$ cat config.mk
export PLATFORM = sky130hd
export DESIGN_NAME = alu_shift_unit
export DESIGN_NICKNAME = d
export VERILOG_FILES = /design/src/rtl/shift_pkg.sv /design/src/rtl/shift_level.sv /design/src/rtl/alu_shift_unit.sv
export SDC_FILE = /design/constraint.sdc
export NUM_CORES = 1
export LEC_CHECK = 0
export ABC_AREA = 1
export CAP_MARGIN = 20
export CELL_PAD_IN_SITES_DETAIL_PLACEMENT = 0
export CELL_PAD_IN_SITES_GLOBAL_PLACEMENT = 1
export CORE_MARGIN = 3
export CORE_UTILIZATION = 35
export CTS_CLUSTER_SIZE = 10
export DETAILED_ROUTE_END_ITERATION = 16
export GPL_ROUTABILITY_DRIVEN = 0
export MAX_ROUTING_LAYER = met4
export PLACE_DENSITY = 0.8
export SLEW_MARGIN = 20
export SYNTH_ARGS = -nofsm -noshare
export SYNTH_HDL_FRONTEND = slang
export SYNTH_SLANG_ARGS = --single-unit
export TNS_END_PERCENT = 5
$ cat constraint.sdc
create_clock -name clk -period 3.09 [get_ports clk]
set_input_delay 0.618 -clock clk [delete_from_list [all_inputs] [get_ports clk]]
set_output_delay 0.618 -clock clk [all_outputs]
set_load 0.02 [all_outputs]
$ cat src/rtl/shift_pkg.sv
// Shared definitions for the pipelined shift unit: op codes, op width and level-to-stage mapping.
// Rotates are enabled with the SHIFT_ROTATE_EN macro.
package shift_pkg;

  localparam int OP_W = 3;

  typedef enum logic [OP_W-1:0] {
    SHIFT_SLL = 3'b000,
    SHIFT_SRL = 3'b001,
    SHIFT_SRA = 3'b010,
    SHIFT_ROL = 3'b011,
    SHIFT_ROR = 3'b100
  } shift_op_e;

  // Pipeline stage that owns shifter level k.
  function automatic int stage_of_level(input int k, input int stages, input int shamt_w);
    return (k * stages) / shamt_w;
  endfunction

  function automatic logic op_unsupported(input logic [OP_W-1:0] op);
`ifdef SHIFT_ROTATE_EN
    return (op > SHIFT_ROR);
`else
    return (op > SHIFT_SRA);
`endif
  endfunction

endpackage

$ cat src/rtl/shift_level.sv
// One combinational level of the log shifter: shifts or rotates by 2^K when enabled.
// Rotate paths exist only when SHIFT_ROTATE_EN is defined.
module shift_level
  import shift_pkg::*;
#(
  parameter int WIDTH = 32,
  parameter int K     = 0
) (
  input  logic [WIDTH-1:0] data_i,
  input  logic [OP_W-1:0]  op_i,
  input  logic             fill_i,
  input  logic             en_i,
  output logic [WIDTH-1:0] data_o
);

  localparam int SH = 1 << K;

  always_comb begin
    data_o = data_i;
    if (en_i) begin
      case (op_i)
        SHIFT_SLL:            data_o = {data_i[WIDTH-SH-1:0], {SH{1'b0}}};
        SHIFT_SRL, SHIFT_SRA: data_o = {{SH{fill_i}}, data_i[WIDTH-1:SH]};
`ifdef SHIFT_ROTATE_EN
        SHIFT_ROL:            data_o = {data_i[WIDTH-SH-1:0], data_i[WIDTH-1:WIDTH-SH]};
        SHIFT_ROR:            data_o = {data_i[SH-1:0], data_i[WIDTH-1:SH]};
`endif
        // Unsupported ops pass through; the final stage forces them to zero.
        default: ;
      endcase
    end
  end

endmodule

$ cat src/rtl/alu_shift_unit.sv
// Pipelined SLL/SRL/SRA (and ROL/ROR with SHIFT_ROTATE_EN) shift unit with valid/ready on
// both sides; log-shifter levels are spread over STAGES register stages with a global stall.
module alu_shift_unit
  import shift_pkg::*;
#(
  parameter int WIDTH  = 32,
  parameter int STAGES = 2
) (
  input  logic             clk,
  input  logic             rst_n,
  input  logic             in_valid,
  output logic             in_ready,
  input  logic [OP_W-1:0]  in_op,
  input  logic [WIDTH-1:0] in_1,
  input  logic [WIDTH-1:0] in_2,
  output logic             out_valid,
  input  logic             out_ready,
  output logic [WIDTH-1:0] out,
  output logic             out_zero,
  output logic             out_err
);

  localparam int SHAMT_W = $clog2(WIDTH);

  logic [STAGES-1:0]  valid_q;
  logic [WIDTH-1:0]   data_q   [STAGES];
  logic [OP_W-1:0]    op_q     [STAGES];
  logic [SHAMT_W-1:0] amt_q    [STAGES];
  logic               fill_q   [STAGES];
  logic               zero_q;
  logic               err_q;

  logic [OP_W-1:0]    op_src   [STAGES];
  logic [SHAMT_W-1:0] amt_src  [STAGES];
  logic               fill_src [STAGES];
  logic [WIDTH-1:0]   raw_d    [STAGES];
  logic [WIDTH-1:0]   data_d   [STAGES];

  logic [WIDTH-1:0]   lvl_in   [SHAMT_W];
  logic [WIDTH-1:0]   lvl_out  [SHAMT_W];

  logic               last_err;
  logic               unused_in2;

  assign unused_in2 = ^in_2[WIDTH-1:SHAMT_W];

  // Control fields each stage's levels see: raw inputs for stage 0, registered copies after.
  generate
    for (genvar gi = 0; gi < STAGES; gi++) begin : g_src
      if (gi == 0) begin : g_first
        assign op_src[gi]   = in_op;
        assign amt_src[gi]  = in_2[SHAMT_W-1:0];
        assign fill_src[gi] = (in_op == SHIFT_SRA) & in_1[WIDTH-1];
      end else begin : g_rest
        assign op_src[gi]   = op_q[gi-1];
        assign amt_src[gi]  = amt_q[gi-1];
        assign fill_src[gi] = fill_q[gi-1];
      end
    end
  endgenerate

  generate
    for (genvar gi = 0; gi < SHAMT_W; gi++) begin : g_lvl
      localparam int S = stage_of_level(gi, STAGES, SHAMT_W);
      localparam bit FIRST = (gi == 0) ? 1'b1 : (stage_of_level(gi - 1, STAGES, SHAMT_W) != S);
      localparam bit LAST  = (gi == SHAMT_W - 1) ? 1'b1 : (stage_of_level(gi + 1, STAGES, SHAMT_W) != S);

      if (gi == 0) begin : g_in_op
        assign lvl_in[gi] = in_1;
      end else if (FIRST) begin : g_in_reg
        assign lvl_in[gi] = data_q[S-1];
      end else begin : g_in_chain
        assign lvl_in[gi] = lvl_out[gi-1];
      end

      shift_level #(
        .WIDTH (WIDTH),
        .K     (gi)
      ) u_level (
        .data_i (lvl_in[gi]),
        .op_i   (op_src[S]),
        .fill_i (fill_src[S]),
        .en_i   (amt_src[S][gi]),
        .data_o (lvl_out[gi])
      );

      if (LAST) begin : g_tap
        assign raw_d[S] = lvl_out[gi];
      end
    end
  endgenerate

  assign last_err = op_unsupported(op_src[STAGES-1]);

  generate
    for (genvar gi = 0; gi < STAGES; gi++) begin : g_mask
      if (gi == STAGES - 1) begin : g_final
        assign data_d[gi] = last_err ? '0 : raw_d[gi];
      end else begin : g_mid
        assign data_d[gi] = raw_d[gi];
      end
    end
  endgenerate

  assign out_valid = valid_q[STAGES-1];
  assign in_ready  = !out_valid || out_ready;
  assign out       = data_q[STAGES-1];
  assign out_zero  = zero_q;
  assign out_err   = err_q;

  always_ff @(posedge clk) begin
    if (!rst_n) begin
      valid_q <= '0;
      zero_q  <= 1'b0;
      err_q   <= 1'b0;
      for (int s = 0; s < STAGES; s++) begin
        data_q[s] <= '0;
        op_q[s]   <= '0;
        amt_q[s]  <= '0;
        fill_q[s] <= 1'b0;
      end
    end else if (in_ready) begin
      valid_q[0] <= in_valid;
      for (int s = 1; s < STAGES; s++) begin
        valid_q[s] <= valid_q[s-1];
      end
      for (int s = 0; s < STAGES; s++) begin
        data_q[s] <= data_d[s];
        op_q[s]   <= op_src[s];
        amt_q[s]  <= amt_src[s];
        fill_q[s] <= fill_src[s];
      end
      zero_q <= (data_d[STAGES-1] == '0);
      err_q  <= last_err;
    end
  end

endmodule
# == Word level (Yosys, flattened, before mapping) ==
# Memory sizes are Yosys's and may differ from the RTL's.
# Index checks and enable logic that the tools add are counted.
# op_classes
order_cmp,1
n_eq_ne,4
mux,23
bitwise_logic,9
reduce_logical,7
# op_table
operator,count
$pmux W32 S2,5
$mux W32,8
$logic_not A32 Y1,1
$mux W5,2
$or A1 B1 Y1,8
$eq A3 B1 Y1 const B,2
$eq A3 B2 Y1 const B,2
$logic_not A3 Y1,2
$mux W1,6
$mux W3,2
$reduce_or A2 Y1,2
$gt A3 B2 Y1 const B,1
$and A1 B1 Y1,1
$logic_not A1 Y1,1
$logic_or A1 B1 Y1,1
# word_totals
ff_bits,4
mem_bits_rw,82
inputBits,71
word_cells,51
mem_count,4
# memory_table
name,depth,width,read_ports,rd_clocked_by_memory_dff,write_ports,line_no,source
data_q,2,32,2,0,2,alu_shift_unit.sv:26,logic [WIDTH-1:0] data_q [STAGES];
amt_q,2,5,1,0,2,alu_shift_unit.sv:28,logic [SHAMT_W-1:0] amt_q [STAGES];
op_q,2,3,1,0,2,alu_shift_unit.sv:27,logic [OP_W-1:0] op_q [STAGES];
fill_q,2,1,1,0,2,alu_shift_unit.sv:29,logic fill_q [STAGES];

# == Longest topological paths before layout ==
# Gate-level depths: netlist (run 1).
# logic_depth
ltp_word,9
mapped_depth,17
depth_no_buf,16

# == By module ==
# From an unflattened synthesis (run 1), not the netlist that was laid out.
# hier_totals
hier_cells,1222
area_unflattened_um2,7666.1
# modules_own_cells
module,n_inst,cells_per_inst,area_each_um2,seq_area_each_um2
alu_shift_unit,1,309,3278.1,2182.1
shift_level at g_lvl[2].u_level,1,186,1023.5,0.0
shift_level at g_lvl[0].u_level,1,212,957.2,0.0
shift_level at g_lvl[1].u_level,1,199,903.4,0.0
shift_level at g_lvl[3].u_level,1,181,843.3,0.0
shift_level at g_lvl[4].u_level,1,135,660.6,0.0

# == Least setup slack after synthesis (run 1) ==
# OpenSTA, ideal clock, no wires.
# synth_path
kind,input -> register
start,input port out_ready
end,"memory amt_q[0][3] (netlist name), enable pin"
setup_time_ns,0.425
arrival_ns,2.308
required_time_ns,2.665
setup_slack_ns,0.358
path_stages,4
path_cell_list,nor2_1 -> inv_1 -> nor2_1 -> inv_1
# synth_lines
element,line_no,source
start: declaration,alu_shift_unit.sv:17,"input logic out_ready,"
end: declaration,alu_shift_unit.sv:28,

==> impl_results.md, run 1 <==
* Worst Setup Start Kind: input pin
* Max Clock Freq at 381 MHz
* TNS Setup at 0 ns
* DR iter-0 viols at 498
* Period utilization at 0.849
* Layout cells sized above 1 at 0.0763
* First-pass GRT wire length at 32200 um
* PostCTS Resize Cnt at 0
* Post-CTS Setup Repair Bufs at 0
* DRT antenna net count at 0
* Number of cell rows at 49
* Slew margin rel. at 0.593
* Post-synth cell types at 34
* Mapped Cells at 1014
* Worst skew pair latency at 0.35 ns
* Largest net degree at the start of global routing at 51
* Crit path DAT at 2.73 ns
* WHS at 0.460 ns
* Status: completed
* Sink Count at 74
* Met3 Wirelength at 861 um
* Number of synthesized register bits at 74
* CTS H-tree lvls at 3
* FF/Latch Area at 2180 um2
* Reg-to-reg slack, setup at 0.53 ns
* RR Startpoint: op_q[0][1]$_SDFFCE_PN0P_
* Final-stage net count at 1127
* Count leader, synth: nand2_1
* Final Cell Area at 7770 um2
* Die ar. at 20300 um2
* Async set-or-reset flop fraction in the synthesized netlist at 0
* WL/cell at 15.2 um
* Port Buffer Count at 79
* DRC viols at 0
* Core Util, Final at 0.428
* DP Area at 7450 um2
* Synth area leader: edfxtp_1
* Initial Utilization at 0.359
* Total Routed Length at 19700 um
* Sequential Power Share at 0.357
* Top_reg_cell synth: edfxtp_1
* Setup CP Type: in2reg
* Crit end category: register
* Top cells by area, synth: edfxtp_1 (32%), nand2_1 (20%), nand3_1 (16%)
* Slew at the pin closest to its max-slew limit at 0.610 ns
* YS warnings at 0
* Sequential cell area fraction in the yosys report at 0.335
* Post-Synthesis Net Count at 1085
* Via count at 6600
* Post-synth EDFFs at 70
* Min-delay src: out_zero$_SDFFE_PN0P_
* Area of the multi-input gates at 3440 um2
* PwrDens at 460 nW/um2
* CORE AREA at 18100 um2
* Post-Syn Area per Cell at 6.43 um2
* Hold buffer count at cts at 0
* Tmin final at 2.62 ns
* Fill cells at 1965
* Unrepaired setup endpoints after global routing: false
* Maximum clock path buffer count at 2
* Hold Crit Depth at 2
* Clock share of power at 0.318
* Max-slew violation count at 0
* GRT Total Usage at 0.203
* Drt first pass iters at 5
* Worst R2R Path Depth at 14
* Met2 routed WL at 9210 um
* Final Skew at 0.0144 ns
* Switching share of power at 0.337
* Met1 Routed Length at 9020 um
* CP Max Fanout at 34
* Root Driver: clkbuf_16
* P_leak at 3.61 nW
* Combinational power share at 0.324
* Synth top cells by count: nand2_1 (346), nand3_1 (213), inv_1 (95)
* Reg clk slew, reported paths at 0.06 ns
* Initial antenna violation count at 0
* Critical Path RT at 3.20 ns
* Via-to-Cell Ratio at 5.12
* TritonCTS Buffers at 9
* Total gr overflow at 0
* Diodes inserted at 0
* Hold Crit Class: reg2reg
* CTS tree: built
* Worst vdd ir at 0.000273 V
* Final setup violation count at 0
* Post-Synthesis Cell Area at 6520 um2
* Internal at 2.37 mW
* Top layer in use: met4
* Top Ports at 107
* Terminus of the critical flop-to-flop path: out_zero$_SDFFE_PN0P_
* Dpl hpwl at 14700 um
* # Max-Cap Violations at 0
* Area Growth Syn to Fin at 19.1%
* Vias in the first global route at 6286
* Die Ht at 142 um
* Sw Pwr at 1.21 mW
* DIE WIDTH at 142 um
* Synth top area share at 0.322
* Hold Path End: out_zero$_SDFFE_PN0P_
* Number of failing hold endpoints at the final stage at 0
[power groups by stage]
stage,registers [mW],logic (mW),clock network (mW)
2_1_floorplan,1.28,0.817,0
3_3_place_gp,1.30,1.15,0
3_5_place_dp,1.30,1.15,0
4_1_cts,1.28,1.16,1.15
5_1_grt,1.29,1.30,1.19
6_report,1.28,1.16,1.14
[sequential cells by signal, indices dropped and copies added (netlist names)]
name	count
data_q	64
op_q	3
amt_q	2
valid_q	2
fill_q	1
out_err	1
out_zero	1
[layer usage]
metal  global-route usage  vias to the layer above
met2                0.320                      179
met1                0.268                     3007
met3               0.0282                       38
met4               0.0665                        0
met5                    -                        -
li1                     -                     3376
[per-stage QoR]
stage | total power, mW | setup slack [ns] | instances
2_1_floorplan | 2.09 | 0.358 | 1014
3_3_place_gp | 2.44 | 0.140 | 1274
3_5_place_dp | 2.45 | 0.111 | 1274
4_1_cts | 3.59 | 0.468 | 1290
5_1_grt | 3.79 | 0.254 | 1290
6_report | 3.57 | 0.467 | 1290
[worst max-delay path by stage]
stage,startpoint,end,depth (start not counted)
after floorplan,out_ready,amt_q[0][3]$_SDFFCE_PN0P_,4
after global placement,in_op[0],data_q[0][11]$_SDFFCE_PN0P_,15
after detailed placement,in_op[0],data_q[0][11]$_SDFFCE_PN0P_,15
after CTS,in_op[0],data_q[0][11]$_SDFFCE_PN0P_,15
after global routing,in_op[0],data_q[0][14]$_SDFFCE_PN0P_,15
final,in_op[0],data_q[0][11]$_SDFFCE_PN0P_,15
[cell type report]
cell class	instances	area share
Clock buffer	10	0.0295
Timing Repair Buffer	119	0.150
Tap cell	229	0.0369
Sequential cell	74	0.281
Multi-Input combinational cell	752	0.442
Clock inverter	6	0.0114
Inverter	100	0.0486
[worst max-delay path, stage by stage]
cell and delay (ns):
clkdlybuf4s50_1 0.45, nor2_2 0.21, nand2_1 0.09, nand2_2 0.13, inv_4 0.06, nand2_8 0.06, buf_4 0.18, nand2_2 0.07
inv_1 0.09, buf_12 0.20, nand3_1 0.21, nand3_1 0.12, nand3_1 0.12, nand2_1 0.08, inv_1 0.04
[logic make-up (layout without fill, tap and decap cells)]
family / Yosys count / in the layout / share of synthesized area
flip-flops: 74 / 74 / 0.335
buffers and inverters: 188 / 235 / 0.139
AND/OR/NAND/NOR: 668 / 668 / 0.442
AO/OA/AOI/OAI: 84 / 84 / 0.0846
[placed cells by master, fill, tap and decap left out, types with 5 or more instances in the layout]
cell	count
nand2_1	346
nand3_1	213
inv_1	94
clkdlybuf4s50_1	79
nor2_1	71
edfxtp_1	70
buf_4	34
a22oi_1	20
a21oi_1	19
o21ai_0	13
or2_1	11
o211ai_1	10
clkbuf_16	9
o21ai_1	8
nand2_2	7
nand4_1	7
buf_12	6
o21a_1	5
or2_2	5
(Power assumes the default switching activity.)
==> run 2: changes to the inputs <==
Clock period 3.09 ns to 2.69 ns, I/O delays scaled along.
==> impl_results.md, run 2 (same netlist as run 1, synthesis figures left out) <==
* TritonCTS Buffers at 9
* Most frequent cells in the layout: nand2_1 (346), nand3_1 (213), inv_1 (94), clkdlybuf4s50_1 (79), nor2_1 (71)
* DIE WIDTH at 142 um
* Final std cells w/o fill at 1303
* Via-to-Cell Ratio at 5.12
* PostCTS Resize Cnt at 0
* Hold Crit Class: reg2reg
* Worst Setup Start Kind: input pin
* Switching share of power at 0.331
* Dpl hpwl at 14700 um
* Met3 Wirelength at 1040 um
* Core Util, Final at 0.436
* DR iter-0 viols at 531
* Top layer in use: met4
* GRT Total Usage at 0.198
* Worst skew pair latency at 0.33 ns
* Number of failing hold endpoints at the final stage at 0
* DRT antenna net count at 0
* Area Growth Syn to Fin at 21.4%
* Met2 routed WL at 8900 um
* Tot Pwr at 4.10 mW
* CORE AREA at 18100 um2
* PwrDens at 518 nW/um2
* Critical Path RT at 2.79 ns
* Max-slew violation count at 0
* P_leak at 3.68 nW
* CTS tree: built
* Via count at 6676
* Total gr overflow at 0
* Max FFs per register at 64
* Final-stage net count at 1140
* Port Buffer Count at 79
* Top Ports at 107
* Maximum clock path buffer count at 2
* Reg with most FFs: data_q
* Post-CTS Setup Repair Bufs at 0
* Die Ht at 142 um
* WL/cell at 14.8 um
* Registers with the most flip-flops: data_q x64, op_q x3
* TNS Setup at 0 ns
* DRC viols at 0
* Die ar. at 20300 um2
* Slew margin rel. at 0.697
* CP Max Fanout at 21
* Met1 Routed Length at 8730 um
* Reg-to-reg slack, setup at 0.36 ns
* Total Routed Length at 19300 um
* # Max-Cap Violations at 0
* Vias in the first global route at 6137
* WHS at 0.456 ns
* Sw Pwr at 1.36 mW
* Clock share of power at 0.312
* Most common library cell in the layout ignoring fill and taps: nand2_1
* Largest net degree at the start of global routing at 51
* Sink Count at 74
* Drt first pass iters at 5
* CP cell instances: clkdlybuf4s50_1, nor2_2, nand2_1, nand2_2, inv_4, nand2_8, nand2_4, inv_2, buf_12, nand2_1, o21ai_1, inv_1, nand2_1, nand3_1, nand3_1, nand3_1, nand2_1, inv_1
* Number of cell rows at 49
* # placed instances at 1287
* Setup CP Type: in2reg
* CTS H-tree lvls at 3
* Diodes inserted at 0
* Initial antenna violation count at 0
* Period utilization at 0.921
* Crit path DAT at 2.58 ns
* Internal at 2.74 mW
* Top cell by count, worst path: nand2_1
* Worst vdd ir at 0.000215 V
* Sequential Power Share at 0.358
* Max Clock Freq at 404 MHz
* Slew at the pin closest to its max-slew limit at 0.455 ns
* CP peak stage delay at 0.45 ns
* Tmin final at 2.48 ns
* Combinational power share at 0.330
* Initial Utilization at 0.359
* Unrepaired setup endpoints after global routing: false
* Reg clk slew, reported paths at 0.06 ns
* Crit end category: register
* Status: completed
* Layout cells sized above 1 at 0.0875
* Final setup violation count at 0
* First-pass GRT wire length at 31800 um
* Final Skew at 0.00978 ns
* Hold buffer count at cts at 0
* Crit path max-delay cell type: clkdlybuf4s50_1
* Root Driver: clkbuf_16
[run 2: changes by cell type in the layout (fill, tap and decap cells not counted), sizes merged]
cell    change
inv         -1
clkinv      +1
buf        +13
[run 2: worst paths after layout]
kind | startpoint | end | depth (start not counted)
hold reg to reg | out_zero$_SDFFE_PN0P_ | out_zero$_SDFFE_PN0P_ | 2
setup reg to reg | op_q[0][1]$_SDFFCE_PN0P_ | out_zero$_SDFFE_PN0P_ | 13
setup / recovery | in_op[0] | data_q[0][8]$_SDFFCE_PN0P_ | 18
hold / removal | out_zero$_SDFFE_PN0P_ | out_zero$_SDFFE_PN0P_ | 2
[run 2: area by class of cell]
type | instances | area, um2
clock buffer | 10 | 229
inverter | 100 | 378
multi-input combinational | 752 | 3440
tap | 229 | 287
clock inverter | 6 | 88.8
sequential | 74 | 2180
timing repair buffer | 132 | 1310
fill | 1915 | 10200
[run 2: critical path: cells and delay by family]
kind | cells | cell delay (ns)
compound gates | 1 | 0.13
simple gates | 11 | 1.01
buf+inv | 6 | 0.88
[run 2: metrics by stage]
stage | worst slack [ns] | cell area, um2
floorplan | 0.0375 | 6520
global placement | -0.122 | 7600
detailed placement | -0.135 | 7600
CTS | 0.206 | 7920
global route | 0.0178 | 7920
finish | 0.212 | 7920
[run 2: routing by layer]
metal,GRT usage,up-vias
met5,-,-
li1,-,3406
met1,0.270,3014
met3,0.0212,43
met4,0.0675,0
met2,0.309,213
[run 2: power groups by stage]
stage | Sequential, mW | Clock, mW | Combinational [mW]
4_1_cts | 1.47 | 1.31 | 1.36
3_3_place_gp | 1.49 | 0 | 1.35
2_1_floorplan | 1.47 | 0 | 0.939
5_1_grt | 1.48 | 1.37 | 1.52
3_5_place_dp | 1.49 | 0 | 1.35
6_report | 1.47 | 1.28 | 1.35
